File: src/rtl/spi_pkg.sv
// Shared definitions for the SPI RAM master.
// Contents: command encodings, FSM state enum, frame/data/counter widths
// and a helper that builds the 10-bit outgoing frame from a request.
package spi_pkg;

    localparam int FRAME_W = 10;
    localparam int DATA_W  = 8;
    localparam int CNT_W   = 4;

    localparam logic [1:0] CMD_WR_ADDR = 2'b00;
    localparam logic [1:0] CMD_WR_DATA = 2'b01;
    localparam logic [1:0] CMD_RD_ADDR = 2'b10;
    localparam logic [1:0] CMD_RD_DATA = 2'b11;

    typedef enum logic [2:0] {
        IDLE,
        CMD,
        SHIFT,
        WAIT,
        READ,
        GAP
    } state_e;

    // Read-data frames carry no payload; the data field is sent as zeros.
    function automatic logic [FRAME_W-1:0] build_frame(input logic [1:0]        cmd,
                                                        input logic [DATA_W-1:0] data);
        if (cmd == CMD_RD_DATA) begin
            build_frame = {cmd, {DATA_W{1'b0}}};
        end else begin
            build_frame = {cmd, data};
        end
    endfunction

endpackage

File: src/rtl/spi_master_shifter.sv
// Serial datapath for the SPI RAM master.
// Ports:
//   clk, rst_n         clock, asynchronous active-low reset (counter only)
//   load, frame        parallel load of the 10-bit outgoing frame
//   shift              advance the outgoing frame by one bit (MSB first)
//   sample, miso       shift one MISO bit into the receive register
//   cnt_load, cnt_init load the shared 4-bit down-counter
//   cnt_dec            decrement the down-counter
//   mosi_bit           current outgoing bit (frame MSB)
//   rx_byte            receive shift register contents
//   cnt_zero           down-counter has reached zero
module spi_master_shifter
    import spi_pkg::*;
(
    input  logic               clk,
    input  logic               rst_n,
    input  logic               load,
    input  logic [FRAME_W-1:0] frame,
    input  logic               shift,
    input  logic               sample,
    input  logic               miso,
    input  logic               cnt_load,
    input  logic [CNT_W-1:0]   cnt_init,
    input  logic               cnt_dec,
    output logic               mosi_bit,
    output logic [DATA_W-1:0]  rx_byte,
    output logic               cnt_zero
);

    logic [FRAME_W-1:0] tx_q;
    logic [DATA_W-1:0]  rx_q;
    logic [CNT_W-1:0]   cnt_q;

    // Shift registers hold pure data; the FSM gates their visibility.
    always_ff @(posedge clk) begin
        if (load) begin
            tx_q <= frame;
        end else if (shift) begin
            tx_q <= {tx_q[FRAME_W-2:0], 1'b0};
        end
    end

    always_ff @(posedge clk) begin
        if (sample) begin
            rx_q <= {rx_q[DATA_W-2:0], miso};
        end
    end

    always_ff @(posedge clk or negedge rst_n) begin
        if (!rst_n) begin
            cnt_q <= '0;
        end else if (cnt_load) begin
            cnt_q <= cnt_init;
        end else if (cnt_dec) begin
            cnt_q <= cnt_q - 1'b1;
        end
    end

    assign mosi_bit = tx_q[FRAME_W-1];
    assign rx_byte  = rx_q;
    assign cnt_zero = (cnt_q == '0);

endmodule

File: src/rtl/spi_master_ram.sv
// SPI master for a serial RAM: accepts one command per handshake and
// sends it as a CMD bit plus a 10-bit {cmd, data} frame; read-data frames
// add a turnaround and an 8-bit MISO read returned on rsp_valid/rsp_data.
// Parameters: TURNAROUND (1..15), IDLE_GAP (1..15).
// Ports:
//   clk, rst_n                    clock, asynchronous active-low reset
//   req_valid/req_ready           request handshake
//   req_cmd[1:0], req_data[7:0]   command and address/write data
//   ss_n, MOSI, MISO              SPI pins (slave shares clk)
//   rsp_valid, rsp_data[7:0]      one-cycle read response, data held
//   busy                          high from acceptance until ready again
//   err (SPI_MASTER_SEQ_CHK_EN)   pulse on read-data without read-address
// Optional feature macro: SPI_MASTER_SEQ_CHK_EN.
module spi_master_ram
    import spi_pkg::*;
#(
    parameter int TURNAROUND = 2,
    parameter int IDLE_GAP   = 1
) (
    input  logic              clk,
    input  logic              rst_n,
    input  logic              req_valid,
    output logic              req_ready,
    input  logic [1:0]        req_cmd,
    input  logic [DATA_W-1:0] req_data,
    output logic              ss_n,
    output logic              MOSI,
    input  logic              MISO,
    output logic              rsp_valid,
    output logic [DATA_W-1:0] rsp_data,
    output logic              busy
`ifdef SPI_MASTER_SEQ_CHK_EN
    ,
    output logic              err
`endif
);

    state_e            state_q, state_d;
    logic [1:0]        cmd_q;
    logic [DATA_W-1:0] rsp_hold_q;
    logic              accept, load, shift, sample, done;
    logic              cnt_load, cnt_dec, cnt_zero, mosi_bit;
    logic [CNT_W-1:0]  cnt_init;
    logic [DATA_W-1:0] rx_byte;

    spi_master_shifter u_shifter (
        .clk      (clk),
        .rst_n    (rst_n),
        .load     (load),
        .frame    (build_frame(req_cmd, req_data)),
        .shift    (shift),
        .sample   (sample),
        .miso     (MISO),
        .cnt_load (cnt_load),
        .cnt_init (cnt_init),
        .cnt_dec  (cnt_dec),
        .mosi_bit (mosi_bit),
        .rx_byte  (rx_byte),
        .cnt_zero (cnt_zero)
    );

    always_ff @(posedge clk or negedge rst_n) begin
        if (!rst_n) begin
            state_q    <= IDLE;
            rsp_valid  <= 1'b0;
            rsp_hold_q <= '0;
        end else begin
            state_q   <= state_d;
            rsp_valid <= done;
            if (rsp_valid) begin
                rsp_hold_q <= rx_byte;
            end
        end
    end

    always_ff @(posedge clk) begin
        if (accept) begin
            cmd_q <= req_cmd;
        end
    end

    // Each timed state loads the counter with (length-1) on entry and
    // leaves when it reaches zero.
    always_comb begin
        state_d  = state_q;
        accept   = 1'b0;
        load     = 1'b0;
        shift    = 1'b0;
        sample   = 1'b0;
        done     = 1'b0;
        cnt_load = 1'b0;
        cnt_dec  = 1'b0;
        cnt_init = '0;
        case (state_q)
            IDLE: begin
                if (req_valid && req_ready) begin
                    accept  = 1'b1;
                    load    = 1'b1;
                    state_d = CMD;
                end
            end
            CMD: begin
                cnt_load = 1'b1;
                cnt_init = CNT_W'(FRAME_W - 1);
                state_d  = SHIFT;
            end
            SHIFT: begin
                shift = 1'b1;
                if (cnt_zero) begin
                    cnt_load = 1'b1;
                    if (cmd_q == CMD_RD_DATA) begin
                        cnt_init = CNT_W'(TURNAROUND - 1);
                        state_d  = WAIT;
                    end else begin
                        cnt_init = CNT_W'(IDLE_GAP - 1);
                        state_d  = GAP;
                    end
                end else begin
                    cnt_dec = 1'b1;
                end
            end
            WAIT: begin
                if (cnt_zero) begin
                    cnt_load = 1'b1;
                    cnt_init = CNT_W'(DATA_W - 1);
                    state_d  = READ;
                end else begin
                    cnt_dec = 1'b1;
                end
            end
            READ: begin
                sample = 1'b1;
                if (cnt_zero) begin
                    done     = 1'b1;
                    cnt_load = 1'b1;
                    cnt_init = CNT_W'(IDLE_GAP - 1);
                    state_d  = GAP;
                end else begin
                    cnt_dec = 1'b1;
                end
            end
            GAP: begin
                if (cnt_zero) begin
                    state_d = IDLE;
                end else begin
                    cnt_dec = 1'b1;
                end
            end
            default: state_d = IDLE;
        endcase
    end

    // Ready is masked while reset is held even though the state is IDLE.
    assign req_ready = (state_q == IDLE) && rst_n;
    assign busy      = (state_q != IDLE);
    assign ss_n      = (state_q == IDLE) || (state_q == GAP);
    assign MOSI      = ((state_q == CMD) || (state_q == SHIFT)) ? mosi_bit : 1'b0;
    // The receive register is stable during the response cycle, so it is
    // presented directly then and latched for holding afterwards.
    assign rsp_data  = rsp_valid ? rx_byte : rsp_hold_q;

`ifdef SPI_MASTER_SEQ_CHK_EN
    logic rd_pend_q;

    always_ff @(posedge clk or negedge rst_n) begin
        if (!rst_n) begin
            rd_pend_q <= 1'b0;
            err       <= 1'b0;
        end else begin
            err <= accept && (req_cmd == CMD_RD_DATA) && !rd_pend_q;
            if (accept && (req_cmd == CMD_RD_ADDR)) begin
                rd_pend_q <= 1'b1;
            end else if (accept && (req_cmd == CMD_RD_DATA)) begin
                rd_pend_q <= 1'b0;
            end
        end
    end
`endif

endmodule

File: config.mk
export PLATFORM = sky130hd
export DESIGN_NAME = spi_master_ram
export DESIGN_NICKNAME = d
export VERILOG_FILES = /design/src/rtl/spi_pkg.sv /design/src/rtl/spi_master_shifter.sv /design/src/rtl/spi_master_ram.sv
export SDC_FILE = /design/constraint.sdc
export NUM_CORES = 1
export LEC_CHECK = 0
export BUFFER_PORTS_ARGS = -buffer_cell sky130_fd_sc_hd__buf_4
export CAP_MARGIN = 20
export CORE_MARGIN = 4
export CORE_UTILIZATION = 59
export CTS_CLUSTER_SIZE = 12
export DETAILED_ROUTE_END_ITERATION = 7
export PLACE_DENSITY = 0.83
export SETUP_SLACK_MARGIN = 0.2
export SYNTH_ARGS = -nofsm -noshare
export SYNTH_HDL_FRONTEND = slang
export SYNTH_SLANG_ARGS = --single-unit
File: constraint.sdc
create_clock -name clk -period 3.6 [get_ports clk]
set_input_delay 0.36 -clock clk [delete_from_list [all_inputs] [get_ports clk]]
set_output_delay 0.36 -clock clk [all_outputs]
set_load 0.01 [all_outputs]
[Yosys cells after proc, flatten, opt, wreduce, memory -nomap -nowiden]
Cells that the tools add are included.
Operators by class
  $add $sub $neg: 1
  mux-type cells: 27
  eq/ne operators: 12
  reductions and logical operators: 12
Operator list (number)
  2-to-1 mux 3 bit: 7
  2-to-1 mux 10 bit: 2
  case mux 3 bit (6 select lines): 1
  2-to-1 mux 8 bit: 2
  case mux 4 bit (3 select lines): 1
  2-to-1 mux 1 bit: 11
  != test 2 bit (second input constant): 5
  2-to-1 mux 4 bit: 2
  equality test 3 x 2 -> 1 bit (second input constant): 2
  equality test 3 bit (second input constant): 2
  AND reduction 5 bit: 1
  equality test 2 bit (second input constant): 2
  logical NOT 4 bit: 1
  nonzero test 2 bit: 2
  OR reduction 4 bit: 1
  subtractor 4 x 1 -> 4 bit (second input constant): 1
  equality test 3 x 1 -> 1 bit (second input constant): 1
  logical NOT 3 bit: 1
  nonzero test 3 bit: 1
  OR reduction 3 bit: 1
  logical AND 1 bit: 2
  logical OR 1 bit: 2
  case mux 1 bit (2 select lines): 1
Storage, ports and cells
  flip-flop bits (word level): 36
  logic and storage cells: 59
  input port bits: 14
  output and inout port bits: 13

[Longest topological paths before layout]
  word-level depth: 6
  depth in mapped cells: 7

[By module]
Synthesis repeated with hierarchy kept, for this count alone.
Second synthesis, totals
  cells, all modules: 119
  area, all modules: 1636.6 um2
Modules (own cells, without submodules)
  spi_master_shifter: area each 889.6 um2, cells each 51, instances 1, sequential area each 640.6 um2
  spi_master_ram: area each 747.0 um2, cells each 68, instances 1, sequential area each 360.3 um2

[Worst setup path before layout]
No wires, ideal clock.
  path kind: register -> register
  start point: register state_q[1]
  end point: register u_shifter.cnt_q[2]
  data required time: 3513 ps
  cell stages (with the launch flop): 5
  path buffers: 0
  setup time: 87 ps
  path slack: 1839 ps
  data arrival time: 1674 ps
  cells stage by stage: dfrtp_1 nor3b_1 and2_1 nor2_1 a211oi_2
On the way
  cells in the longest elaborated chain, start to end: 4
  elaborated cells between the ends (all ways): 12
  those cells by class: eq/ne: 5; mux: 4; reduce/logical: 3
Ends and longest elaborated chain
  start, declared: line spi_master_ram.sv:38  | state_e state_q, state_d;
  start signal, assigned: line spi_master_ram.sv:68  | state_q <= state_d;
  equality test 3 x 2 -> 1 bit / equality test 3 bit (equally long branches): line spi_master_ram.sv:94  | case (state_q)
  OR reduction 3 bit (no line) / OR reduction 4 bit (equally long branches)
  case mux 1 bit (2 select lines) / 2-to-1 mux 1 bit (equally long branches)
  2-to-1 mux 4 bit / nonzero test 2 bit (equally long branches)
  end signal, assigned: line spi_master_shifter.sv:53  | cnt_q <= cnt_init;
  end signal, assigned: line spi_master_shifter.sv:55  | cnt_q <= cnt_q - 1'b1;
  end, declared: line spi_master_shifter.sv:32  | logic [CNT_W-1:0] cnt_q;
Parallel ways exist; a longest one is shown, timed or not.
A chain may end at the register's enable or synchronous reset.

[Final worst setup path]
  start point: input port rst_n
  end point: register u_shifter.tx_q[0] (enable)
On the way
  cells in the longest elaborated chain, start to end: 5
Ends and longest elaborated chain
  start, declared: line spi_master_ram.sv:21  | input logic rst_n,
  logical AND 1 bit: line spi_master_ram.sv:154  | assign req_ready = (state_q == IDLE) && rst_n;
  logical AND 1 bit: line spi_master_ram.sv:96  | if (req_valid && req_ready) begin
  2-to-1 mux 1 bit: line spi_master_ram.sv:96
  2-to-1 mux 1 bit: line spi_master_ram.sv:94
  nonzero test 2 bit (no line)
  end signal, assigned: line spi_master_shifter.sv:37  | tx_q <= frame;
  end signal, assigned: line spi_master_shifter.sv:39  | tx_q <= {tx_q[FRAME_W-2:0], 1'b0};
  end, declared: line spi_master_shifter.sv:30  | logic [FRAME_W-1:0] tx_q;
Every way passes these cells.

==> out/results.txt <==
final setup fails = 0
Seq/Total Area, Yosys = 62.40%
DRT Pass-1 Iters = 4
via count = 1056
worst-margin pin slew = 434.3 ps
Crit Path Category = input pin to flip-flop
DRT antenna net count = 0
Fin Setup TNS = 0 ps
Slew headroom = 70.98%
Die Y-Extent = 60.14 µm
IO buf count = 26
ys flop type = edfxtp_1
Die X = 60.14 µm
most frequent cells in the layout = 27 x buf_4, 20 x nand2_1, 20 x edfxtp_1, 16 x dfrtp_1
reg2reg setup slack = 1670 ps
cts hold-fix bufs = 1
WP data required = 3590 ps
Final Hold Viols = 0
R2R cell count = 3
Max Fclk = 0.5110 GHz
H-tree level count = 2
post-DP HPWL = 2107 µm
clock sink total = 36
Post-synth EDFFs = 20
run status = complete, no violations
Min-Delay Path Class = input pin to flip-flop
Synth cell types = 34
CP endpoint kind = flip-flop
startpoint types = input pin
leak pwr = 0.8592 nW
initial core utilization = 63.03%
grt ovf = 0
cell row count = 18
ys async rst share = 44.44%
Critical R2R Launch = state_q[0]
DR WL/cell = 14.80 µm
Min-Delay Endpoint = u_shifter.rx_byte[0]
Net Sw Frac = 33.28%
final setup skew = 16.44 ps
Clock power frac = 17.9%
maxcap violations = 0
Clock Path Buffers = 2
#FFs+latches synth = 36
crit path setup slack, layout = 1643 ps
total track usage = 18.35%
core area = 2545 µm²
Mapped Area = 1604 µm²
worst slack at placement = 1696 ps
Remaining DRCs = 0
Post-CTS Setup Inserts = 0
Seq pwr share = 46.0%
worst hold path depth = 1
FF-to-FF End = u_shifter.tx_q[0]
ant diodes = 0
overall routed net length = 2826 µm
wire length of the first global-routing pass = 4636 µm
Reg clk slew, reported paths = 110 ps
hold wc startpoint = MISO
IO Pins = 27
share of layout cells above drive strength 1 = 31.68%
Vias/cell = 5.529
NumNets Final = 176
CTS root buffer = clkbuf_4
most common library cell in the layout ignoring fill and taps = buf_4
CTS tree = built
Final Cycle Share = 54.36%
Syn Area/Cell = 12.34 µm²
vias in the first global route = 1043
Data arrival, critical path = 1940 ps
Worst-Skew Late Latency = 340 ps
DRT iter0 DRCs = 22
yosys warns = 0
CP max FO = 19
PostCTS Resize Cnt = 0
RSZ-0062 raised after global routing = no
GP Congestion = 0.8320
largest net degree at the start of global routing = 20
Cells after Synth = 130
minimum clock period = 1957 ps
Layout area overhead = 18.88%
Gate power share = 36.1%
NetSw = 0.5058 mW
CTS Buf Count = 5
area of the die = 3617 µm²
fin. max-slew vios = 0
Peak VDD IR = 0.8200 mV
initial antenna violation count = 0
Power Dens Cells = 797.1 nW/µm²
Mapped Nets = 146
Pint = 1.014 mW
[synthesized netlist by cell type (2+ instances only)]
master	count	area, µm²
edfxtp_1	20	600.6
nand2_1	20	75.07
dfrtp_1	16	400.4
mux2_2	10	112.6
o21ai_0	10	50.05
a21oi_1	6	30.03
inv_1	6	22.52
nor2_1	5	18.77
buf_2	4	20.02
and3_1	3	18.77
xnor2_1	3	26.28
and2_1	2	12.51
ha_1	2	25.02
nand2b_1	2	12.51
nor3_1	2	10.01
[kinds of logic after synthesis]
group / Yosys count / share of synthesized area [%]
buf+inv: 11 / 2.886
mux: 10 / 7.020
compound gates: 24 / 9.672
flops: 36 / 62.40
xor+xnor: 4 / 2.184
simple gates: 43 / 14.28
fa+ha+maj: 2 / 1.560
[power by group through the flow]
| stage | combinational (mW) | sequential [mW] | clock, mW |
|---|---|---|---|
| 2_1_floorplan | 0.429 | 0.652 | 0 |
| 3_3_place_gp | 0.530 | 0.697 | 0 |
| 3_5_place_dp | 0.553 | 0.708 | 0 |
| 4_1_cts | 0.555 | 0.699 | 0.281 |
| 5_1_grt | 0.617 | 0.715 | 0.303 |
| 6_report | 0.549 | 0.699 | 0.272 |
[through the flow]
stage,utilization (%),power (mW),cells,hold slack (ps),instance area [µm²]
floorplan,-,1.080,130,64.41,1604
global placement,71.53,1.227,182,237.8,1821
detailed placement,71.53,1.261,182,243.9,1821
CTS,74.93,1.536,191,166.2,1907
global route,74.93,1.636,191,157.6,1907
finish,74.93,1.520,191,184.7,1907
[worst max-delay path by stage]
stage	start	endpoint	cells after the start
final	rst_n	u_shifter.tx_q[0]	4
after floorplan	state_q[1]	u_shifter.cnt_q[2]	4
after detailed placement	state_q[2]	u_shifter.tx_q[0]	3
after global placement	state_q[2]	u_shifter.tx_q[0]	3
after CTS	rst_n	u_shifter.tx_q[0]	4
after global routing	state_q[0]	u_shifter.tx_q[0]	3
[layer usage]
metal,share of wire (%),global-route usage (%),vias to the layer above,wire (µm)
met5,0,0,-,0
met4,1.1,6.646,0,31
met3,7.0,7.559,5,199
li1,-,-,520,-
met2,49,29.01,37,1388
met1,43,22.52,494,1207
[flip-flops by register name, summed over array words and instances, names as in the netlist]
signal             flops
u_shifter.rx_byte      8
rsp_hold_q             8
state_q                3
u_shifter.cnt_q        4
u_shifter.tx_q        10
cmd_q                  2
rsp_valid              1
[critical path, cell delays in order]
cell	delay [ps]
dlygate4sd3_1	540
buf_4	260
nand3_2	320
nand2_1	460
[cell type report]
cell class / count / area [µm²]
Sequential cell: 36 / 1001
Fill cell: 190 / 638.1
Multi-Input combinational cell: 83 / 556.8
Timing Repair Buffer: 28 / 212.7
Clock buffer: 6 / 41.29
Tap cell: 30 / 37.54
Clock inverter: 2 / 35.03
Inverter: 6 / 22.52
Note: power is estimated with default switching activity, not from simulation.
